### config.mk
export PLATFORM = sky130hd
export DESIGN_NAME = remote_comm
export DESIGN_NICKNAME = d
export VERILOG_FILES = /design/src/rtl/remote_comm_pkg.sv /design/src/rtl/remote_comm_tx.sv /design/src/rtl/remote_comm.sv
export SDC_FILE = /design/constraint.sdc
export NUM_CORES = 1
export LEC_CHECK = 0
export ABC_CLOCK_PERIOD_IN_PS = 2700
export CAP_MARGIN = 15
export CORE_MARGIN = 5
export CORE_UTILIZATION = 45
export CTS_CLUSTER_SIZE = 28
export DETAILED_ROUTE_END_ITERATION = 8
export GPL_TIMING_DRIVEN = 0
export HOLD_SLACK_MARGIN = 0.08
export PLACE_DENSITY = 0.72
export SYNTH_ARGS = -nofsm -noshare
export SYNTH_HDL_FRONTEND = slang
export SYNTH_SLANG_ARGS = --single-unit
### constraint.sdc
create_clock -name clk -period 2.7 [get_ports clk]
set_input_delay 0.27 -clock clk [delete_from_list [all_inputs] [get_ports clk]]
set_output_delay 0.27 -clock clk [all_outputs]
set_load 0.02 [all_outputs]
### src/rtl/remote_comm_pkg.sv
// Shared types and constants for the host-side BLE command link.
package remote_comm_pkg;

    typedef enum logic [1:0] {
        TX_IDLE,
        SEND_HI,
        SEND_LO
    } tx_state_t;

    typedef enum logic [1:0] {
        RX_IDLE,
        RX_START,
        RX_DATA,
        RX_STOP
    } rx_state_t;

    localparam logic [7:0] RESP_DONE = 8'hA5;
    localparam logic [7:0] RESP_POS  = 8'h5A;

    localparam int DEF_BAUD_DIV = 434;

endpackage

### src/rtl/remote_comm_tx.sv
// Single 8N1 frame shifter; a load in the done cycle chains frames gap-free.
module uart_byte_tx
    import remote_comm_pkg::*;
#(
    parameter int BAUD_DIV = DEF_BAUD_DIV
) (
    input  logic       clk,
    input  logic       rst,
    input  logic       load,
    input  logic [7:0] byte_in,
    output logic       TX,
    output logic       done
);

    localparam int CW = $clog2(BAUD_DIV) + 1;
    localparam logic [CW-1:0] BAUD_LAST = CW'(BAUD_DIV - 1);

    logic [CW-1:0] baud_q, baud_d;
    logic [3:0]    bit_q, bit_d;
    logic [8:0]    shift_q, shift_d;
    logic          tx_q, tx_d;
    logic          active_q, active_d;

    always_comb begin
        baud_d   = baud_q;
        bit_d    = bit_q;
        shift_d  = shift_q;
        tx_d     = tx_q;
        active_d = active_q;
        done     = active_q && (bit_q == 4'd9) && (baud_q == '0);
        if (load) begin
            tx_d     = 1'b0;
            shift_d  = {1'b1, byte_in};
            bit_d    = 4'd0;
            baud_d   = BAUD_LAST;
            active_d = 1'b1;
        end else if (active_q) begin
            if (baud_q != '0) begin
                baud_d = baud_q - CW'(1);
            end else if (done) begin
                active_d = 1'b0;
                tx_d     = 1'b1;
            end else begin
                tx_d    = shift_q[0];
                shift_d = {1'b0, shift_q[8:1]};
                bit_d   = bit_q + 4'd1;
                baud_d  = BAUD_LAST;
            end
        end
    end

    always_ff @(posedge clk or posedge rst) begin
        if (rst) begin
            baud_q   <= '0;
            bit_q    <= '0;
            shift_q  <= '1;
            tx_q     <= 1'b1;
            active_q <= 1'b0;
        end else begin
            baud_q   <= baud_d;
            bit_q    <= bit_d;
            shift_q  <= shift_d;
            tx_q     <= tx_d;
            active_q <= active_d;
        end
    end

    assign TX = tx_q;

endmodule

### src/rtl/remote_comm.sv
// Host end of the robot UART link: 16-bit command out as two frames,
// single-byte responses in.
module remote_comm
    import remote_comm_pkg::*;
#(
    parameter int BAUD_DIV = DEF_BAUD_DIV
) (
    input  logic        clk,
    input  logic        rst,
    input  logic [15:0] cmd,
    input  logic        snd_cmd,
    output logic        cmd_sent,
    output logic        tx_busy,
    output logic        TX,
    input  logic        RX,
    output logic [7:0]  resp,
    output logic        resp_rdy,
    input  logic        clr_resp_rdy
);

    localparam int CW = $clog2(BAUD_DIV) + 1;
    localparam logic [CW-1:0] BAUD_LAST = CW'(BAUD_DIV - 1);
    localparam logic [CW-1:0] BAUD_HALF = CW'(BAUD_DIV / 2);
    localparam logic [CW-1:0] BAUD_FULL = CW'(BAUD_DIV);

    tx_state_t     tx_state_q, tx_state_d;
    logic [15:0]   hold_q, hold_d;
    logic          go_q, go_d;
    logic          busy_q, busy_d;
    logic          sent_q, sent_d;
    logic [CW-1:0] guard_q, guard_d;
    logic          byte_load, byte_done;
    logic [7:0]    byte_data;

    uart_byte_tx #(.BAUD_DIV(BAUD_DIV)) u_tx (
        .clk     (clk),
        .rst     (rst),
        .load    (byte_load),
        .byte_in (byte_data),
        .TX      (TX),
        .done    (byte_done)
    );

    // guard keeps TX idle for a bit time after reset
    always_comb begin
        tx_state_d = tx_state_q;
        hold_d     = hold_q;
        go_d       = 1'b0;
        busy_d     = busy_q;
        sent_d     = sent_q;
        guard_d    = guard_q;
        byte_load  = go_q || ((tx_state_q == SEND_HI) && byte_done);
        byte_data  = go_q ? hold_q[15:8] : hold_q[7:0];
        if (guard_q != '0) guard_d = guard_q - CW'(1);
        if (go_q) begin
            busy_d = 1'b1;
            sent_d = 1'b0;
        end
        unique case (tx_state_q)
            TX_IDLE: begin
                if (snd_cmd && guard_q == '0) begin
                    hold_d     = cmd;
                    go_d       = 1'b1;
                    tx_state_d = SEND_HI;
                end
            end
            SEND_HI: begin
                if (byte_done) tx_state_d = SEND_LO;
            end
            SEND_LO: begin
                if (byte_done) begin
                    busy_d     = 1'b0;
                    sent_d     = 1'b1;
                    tx_state_d = TX_IDLE;
                    if (snd_cmd) begin
                        hold_d     = cmd;
                        go_d       = 1'b1;
                        tx_state_d = SEND_HI;
                    end
                end
            end
            default: tx_state_d = TX_IDLE;
        endcase
    end

    rx_state_t     rx_state_q, rx_state_d;
    logic          sync1_q, sync2_q, prev_q;
    logic [CW-1:0] rx_cnt_q, rx_cnt_d;
    logic [2:0]    rx_bit_q, rx_bit_d;
    logic [7:0]    rx_sh_q, rx_sh_d;
    logic [7:0]    resp_q, resp_d;
    logic          rdy_q, rdy_d;

    // a start is only real once its mid-bit sample reads low
    always_comb begin
        rx_state_d = rx_state_q;
        rx_cnt_d   = rx_cnt_q;
        rx_bit_d   = rx_bit_q;
        rx_sh_d    = rx_sh_q;
        resp_d     = resp_q;
        rdy_d      = rdy_q;
        if (clr_resp_rdy) rdy_d = 1'b0;
        unique case (rx_state_q)
            RX_IDLE: begin
                if (prev_q && !sync2_q) begin
                    rx_state_d = RX_START;
                    rx_cnt_d   = BAUD_HALF;
                end
            end
            RX_START: begin
                if (rx_cnt_q != '0) begin
                    rx_cnt_d = rx_cnt_q - CW'(1);
                end else if (sync2_q) begin
                    rx_state_d = RX_IDLE;
                end else begin
                    rx_state_d = RX_DATA;
                    rx_cnt_d   = BAUD_LAST;
                    rx_bit_d   = 3'd0;
                    rdy_d      = 1'b0;
                end
            end
            RX_DATA: begin
                if (rx_cnt_q != '0) begin
                    rx_cnt_d = rx_cnt_q - CW'(1);
                end else begin
                    rx_sh_d  = {sync2_q, rx_sh_q[7:1]};
                    rx_cnt_d = BAUD_LAST;
                    rx_bit_d = rx_bit_q + 3'd1;
                    if (rx_bit_q == 3'd7) rx_state_d = RX_STOP;
                end
            end
            RX_STOP: begin
                if (rx_cnt_q != '0) begin
                    rx_cnt_d = rx_cnt_q - CW'(1);
                end else begin
                    rx_state_d = RX_IDLE;
                    if (sync2_q) begin
                        resp_d = rx_sh_q;
                        rdy_d  = 1'b1;
                    end
                end
            end
            default: rx_state_d = RX_IDLE;
        endcase
    end

    always_ff @(posedge clk or posedge rst) begin
        if (rst) begin
            tx_state_q <= TX_IDLE;
            hold_q     <= '0;
            go_q       <= 1'b0;
            busy_q     <= 1'b0;
            sent_q     <= 1'b0;
            guard_q    <= BAUD_FULL;
            rx_state_q <= RX_IDLE;
            sync1_q    <= 1'b1;
            sync2_q    <= 1'b1;
            prev_q     <= 1'b1;
            rx_cnt_q   <= '0;
            rx_bit_q   <= '0;
            rx_sh_q    <= '0;
            resp_q     <= 8'h00;
            rdy_q      <= 1'b0;
        end else begin
            tx_state_q <= tx_state_d;
            hold_q     <= hold_d;
            go_q       <= go_d;
            busy_q     <= busy_d;
            sent_q     <= sent_d;
            guard_q    <= guard_d;
            rx_state_q <= rx_state_d;
            sync1_q    <= RX;
            sync2_q    <= sync1_q;
            prev_q     <= sync2_q;
            rx_cnt_q   <= rx_cnt_d;
            rx_bit_q   <= rx_bit_d;
            rx_sh_q    <= rx_sh_d;
            resp_q     <= resp_d;
            rdy_q      <= rdy_d;
        end
    end

    assign cmd_sent = sent_q;
    assign tx_busy  = busy_q;
    assign resp     = resp_q;
    assign resp_rdy = rdy_q;

endmodule
# Word-level counts from Yosys, hierarchy flattened
# Cells that the tools add are included.
# classes
n_addsub,5
eq_ne,22
n_mux,63
n_bitwise,1
n_reduce_logical,27
# ops
operator,n
10-bit two-way mux,9
16-bit two-way mux,3
10-bit one-hot mux with 4 select lines,1
9-bit two-way mux,4
16-bit one-hot mux with 2 select lines,1
10-bit nonzero test,3
10-bit by 1-bit subtractor with 10-bit output (second input constant),3
2-bit != test (second input constant),13
1-bit two-way mux,23
10-bit logical NOT,2
2-bit two-way mux,9
4-bit two-way mux,4
3-bit AND reduction,4
3-bit two-way mux,3
8-bit two-way mux,1
2-bit one-hot mux with 4 select lines,1
4-bit AND reduction,2
2-bit equality test (second input constant),3
2-bit one-hot mux with 3 select lines,1
3-bit one-hot mux with 2 select lines,1
2-bit AND reduction,3
2-bit nonzero test,3
1-bit logical AND,5
5-bit AND reduction,1
12 further kinds,15
# word_totals
register_bits,91
input_bits,21
out_inout_bits,12
word_cells,138

# Depth between registers and ports, before layout
# logic_depth
word_depth,7
mapped_depth,9
mapped_depth_nobuf,7

# Cells and area by module
# Synthesis repeated with hierarchy kept, for this count alone.
# hier_totals
hier_cells,410
hier_area_um2,4604.4
# modules_own_cells
mod,instances,cells_each,area_per_inst_um2,seq_area_each_um2
remote_comm,1,266,3231.8,1661.6
uart_byte_tx,1,144,1372.6,638.1

# Worst setup path before layout
# OpenSTA, ideal clock, no wires.
# synth_timing
kind,register to register
start,register rx_cnt_q[0]
end,"register resp_q[0], in the netlist resp[0]"
setup_ps,125
arrival_ps,2256
required_time_ps,2575
path_slack_ps,319
stages_incl_launch_ff,8
n_path_buf,1
period_less_slack_ps,2381
path_cell_list,dfrtp_1 > inv_1 > ha_1 > or4b_2 > nor3_2 > and3_1 > buf_2 > mux2_2
# synth_between
elab_chain_len,3
# synth_rtl
item,line_no,rtl
"start, declared",remote_comm.sv:88,"logic [CW-1:0] rx_cnt_q, rx_cnt_d;"
"start signal, assigned",remote_comm.sv:175,rx_cnt_q <= rx_cnt_d;
10-bit nonzero test,remote_comm.sv:133,if (rx_cnt_q != '0) begin
1-bit inverter (no line),-,
3-bit AND reduction (no line),-,
"end signal, assigned",remote_comm.sv:178,resp_q <= resp_d;
"end, declared",remote_comm.sv:91,"logic [7:0] resp_q, resp_d;"
# No other way between the ends.
# A chain may end at the register's enable or synchronous reset.

# Worst setup path after layout
# layout_timing
start,register u_tx.bit_q[0]
end,register u_tx.baud_q[3]
# layout_between
elab_chain_len,7
elab_cells_between_ends,9
classes_between,eq/ne (2); mux (1); reduce/logical (6)
# layout_rtl
item,line_no,rtl
"start, declared",remote_comm_tx.sv:19,"logic [3:0] bit_q, bit_d;"
"start signal, assigned",remote_comm_tx.sv:61,bit_q <= bit_d;
4-bit equality test (*),remote_comm_tx.sv:30,done = active_q && (bit_q == 4'd9) && (baud_q == '0);
1-bit logical AND (*) (2 in a row),remote_comm_tx.sv:30,
1-bit logical AND,remote_comm.sv:52,byte_load = go_q || ((tx_state_q == SEND_HI) && byte_done);
1-bit logical OR,remote_comm.sv:52,
3-bit by 2-bit != test with 1-bit output (no line) / 2-bit nonzero test (equally long branches),-,
2-bit AND reduction (no line),-,
"end signal, assigned",remote_comm_tx.sv:60,baud_q <= baud_d;
"end, declared",remote_comm_tx.sv:18,"logic [CW-1:0] baud_q, baud_d;"
# Every way passes the cells marked *; elsewhere a longest branch is shown, timed or not.

==> flow_summary.json <==
{
  "detail_route.wl_per_cell_um": 15.0,
  "timing.critical_path.required_ps": 2980,
  "placement.io_buffers": 32,
  "power.internal_w": 0.00294,
  "reg2regPathDepth": 8,
  "min_period_ps": 2480,
  "net-switching-power_w": 0.00140,
  "grt_pass1_wl_um": 15200,
  "synth.most_common_cell": "sky130_fd_sc_hd__dfrtp_1",
  "final_net_count": 487,
  "crit_fanout": 10,
  "share_of_flip_flops_with_an_asynchronous_set_or_reset_after_synthesis_pct": 100,
  "cts_num_sinks": 91,
  "boundaryPins": 33,
  "irDropWorstVdd_mv": 0.434,
  "cp-start-kind": "flip-flop",
  "share_of_yosys_cell_area_claimed_by_the_top_area_cell_type_pct": 40.6,
  "layout-area-overhead-vs-synth_pct": 17.8,
  "initialDrtViolationCount": 171,
  "start_util_pct": 46.0,
  "std_cell_rows": 36,
  "vias": 3218,
  "timing.final.max_slew_violations": 0,
  "cts_inserted_buffers": 9,
  "cts_hold_buffers": 0,
  "p_sw_share_pct": 32.3,
  "grt.total_usage_pct": 15.8,
  "largest_net_degree_at_the_start_of_global_routing": 51,
  "status": "completed",
  "worst_ep_arrival_time_ps": 2760,
  "report.final.hold_viol_count": 0,
  "yosysSeqAreaShare_pct": 51.1,
  "yosys.cell_types.count": 65,
  "crit-reg2reg-capture": "u_tx.baud_q[3]",
  "count_of_unresolved_drc_violations_after_routing": 0,
  "power.sequential.fraction_pct": 45.8,
  "diodes": 0,
  "yosysTopAreaCell": "sky130_fd_sc_hd__dfrtp_1",
  "gpl.final_weighted_congestion": 0.869,
  "drive_gt1_share_pct": 19.3,
  "vias_per_cell": 5.45,
  "worstSetupPathType": "flip-flop to flip-flop",
  "number_of_global_route_vias_before_repair": 3274,
  "leakagePower_nw": 2.36,
  "mapped_cells": 404,
  "synth_flop_cell": "sky130_fd_sc_hd__dfrtp_1",
  "hold_class": "primary input to async pin",
  "dpl-instance-area_um2": 5010,
  "power_density_nw_per_um2": 821,
  "detail_route.wirelength_um": 8860,
  "clkSlewWorstSetupHoldPaths_ps": 90,
  "reg2reg_from": "u_tx.bit_q[0]",
  "ant_nets": 0,
  "power.share.combinational_pct": 29.1,
  "ff2ff_setup_slack_ps": 220,
  "synth_top_cells_by_count": "73 x sky130_fd_sc_hd__dfrtp_1, 28 x sky130_fd_sc_hd__nor2_1, 26 x sky130_fd_sc_hd__nand2_1",
  "die_area_um2": 12100,
  "final_setup_violation_count": 0,
  "grt_setup_unrepaired": "false",
  "clockBufferDepth": 2,
  "max_cap_violations": 0,
  "die_height_um": 110,
  "crit_share_post_route_pct": 91.9,
  "antenna_found_initial": 0,
  "placed_cells_incl_taps": 570,
  "clk_latency_ps": 350,
  "dieWidth_um": 110,
  "core_footprint_um2": 9770,
  "yosysWarningCount": 0,
  "mean_instance_size_in_the_synthesized_netlist_um2": 11.1,
  "drt_first_pass_iters": 4,
  "netlist_area_um2": 4500,
  "timing_worst_slew_pin_value_ps": 771,
  "overflow": 0,
  "fin_worst_hold_slack_ps": 315,
  "worstSetupEndpointType": "flip-flop",
  "final_cell_count_no_fill": 590,
  "yosys-top-cells-area": "sky130_fd_sc_hd__dfrtp_1 41%, sky130_fd_sc_hd__dfstp_2 11%, sky130_fd_sc_hd__mux2_2 5.8%",
  "power_frac_clock_pct": 25.0,
  "max-slew-margin-rel_pct": 48.5,
  "tritoncts": "done",
  "clock-skew-final_ps": 9.54,
  "dp_hpwl_um": 6300,
  "cts-root-buf": "sky130_fd_sc_hd__clkbuf_8",
  "synth.ff_latch_count": 91,
  "synth-edff-count": 0,
  "syn-num-nets": 439,
  "ctsHtreeMaxLevel": 3,
  "maxClockFrequency_ghz": 0.403,
  "design_area_um2": 5300,
  "final_core_util_pct": 54.2
}
==> worst max path at each step <==
stage / startpoint / end / slack (ps) / cells past startpoint
global route: u_tx.bit_q[1] / u_tx.baud_q[3] / 7 / 9
global placement: rst / guard_q[6] / -1260 / 2
floorplan: rst / async pin / 100 / 1
CTS: guard_q[3] / hold_q[7] / 2 / 7
finish: u_tx.bit_q[0] / u_tx.baud_q[3] / 220 / 8
detailed placement: rx_cnt_q[0] / resp[1] / 6 / 7
==> final cells by class <==
class / instances / area, um^2
multi-input combinational: 283 / 2080
clock buffer: 12 / 135
tap: 133 / 166
buffer: 14 / 73.8
sequential: 91 / 2300
fill: 849 / 4480
timing repair buffer: 37 / 378
clock inverter: 4 / 98.8
inverter: 16 / 62.6
==> repair_timing <==
| action | in CTS | in global routing |
|---|---|---|
| pin swaps | 0 | 2 |
| gates resized for setup | 1 | 5 |
| endpoints found under the setup margin | 8 | 27 |
| setup buffers | 0 | 4 |
==> power groups by stage <==
stage          Clock, W  Sequential (W)  Combinational, W
2_1_floorplan         0         0.00193           0.00101
3_3_place_gp          0         0.00199           0.00121
3_5_place_dp          0         0.00201           0.00126
4_1_cts         0.00111         0.00199           0.00127
5_1_grt         0.00117         0.00204           0.00143
6_report        0.00109         0.00199           0.00126
==> state kept, by name, summed over array words and instances, names as in the netlist, 2 cells and up, named ones only <==
signal	flops
hold_q	16
rx_bit_q	3
u_tx.bit_q	4
guard_q	10
tx_state_q	2
rx_cnt_q	10
resp	8
u_tx.baud_q	10
rx_sh_q	8
u_tx.shift_q	9
==> stage by stage <==
stage / worst slack, ps / power, W / TNS, ps
5_1_grt: 7.46 / 0.00464 / 0
3_3_place_gp: -1260 / 0.00320 / -98450
2_1_floorplan: 96.2 / 0.00294 / 0
6_report: 220 / 0.00434 / 0
3_5_place_dp: 5.53 / 0.00328 / 0
4_1_cts: 1.52 / 0.00437 / 0
==> cells in the final DEF (no fill, tap or decap), drive strengths merged, types with 18 or more instances in the layout <==
cell and instances:
a21oi 24, mux2 32, dfrtp 73, nor2 28
dfstp 18, o21ai 19, nand2 26, clkbuf 22
nor3 20, clkdlybuf4s50 32
==> layer usage <==
layer / GRT usage (%) / wire, um / vias to the layer above
li1: - / - / 1584
met1: 21.0 / 4180 / 1567
met2: 25.3 / 4290 / 52
met3: 2.52 / 247 / 15
met4: 7.12 / 141 / 0
met5: 0 / 0 / -
==> kinds of logic (layout without fill, tap and decap cells) <==
kind of cell               after synthesis  in the layout  synth area share, %
muxes                                   36             36                 9.66
DFF                                     91             91                 51.1
and+or+nand+nor                        127            127                 15.6
xor gates and xnor gates                 6              6                 1.17
buffers and inverters                   30             83                 2.95
AOI/OAI and AO/OA                      100            100                 15.6
adders and majority gates               14             14                 3.90
==> worst max-delay path: stages, from the launching register on <==
cell	delay, ps
sky130_fd_sc_hd__dfrtp_1	440
sky130_fd_sc_hd__ha_1	220
sky130_fd_sc_hd__and4b_1	250
sky130_fd_sc_hd__mux2i_1	150
sky130_fd_sc_hd__a21oi_1	290
sky130_fd_sc_hd__clkbuf_1	390
sky130_fd_sc_hd__clkbuf_1	400
sky130_fd_sc_hd__nand2_1	100
sky130_fd_sc_hd__mux2i_1	160
No activity file was read; power rests on OpenSTA's default activity.
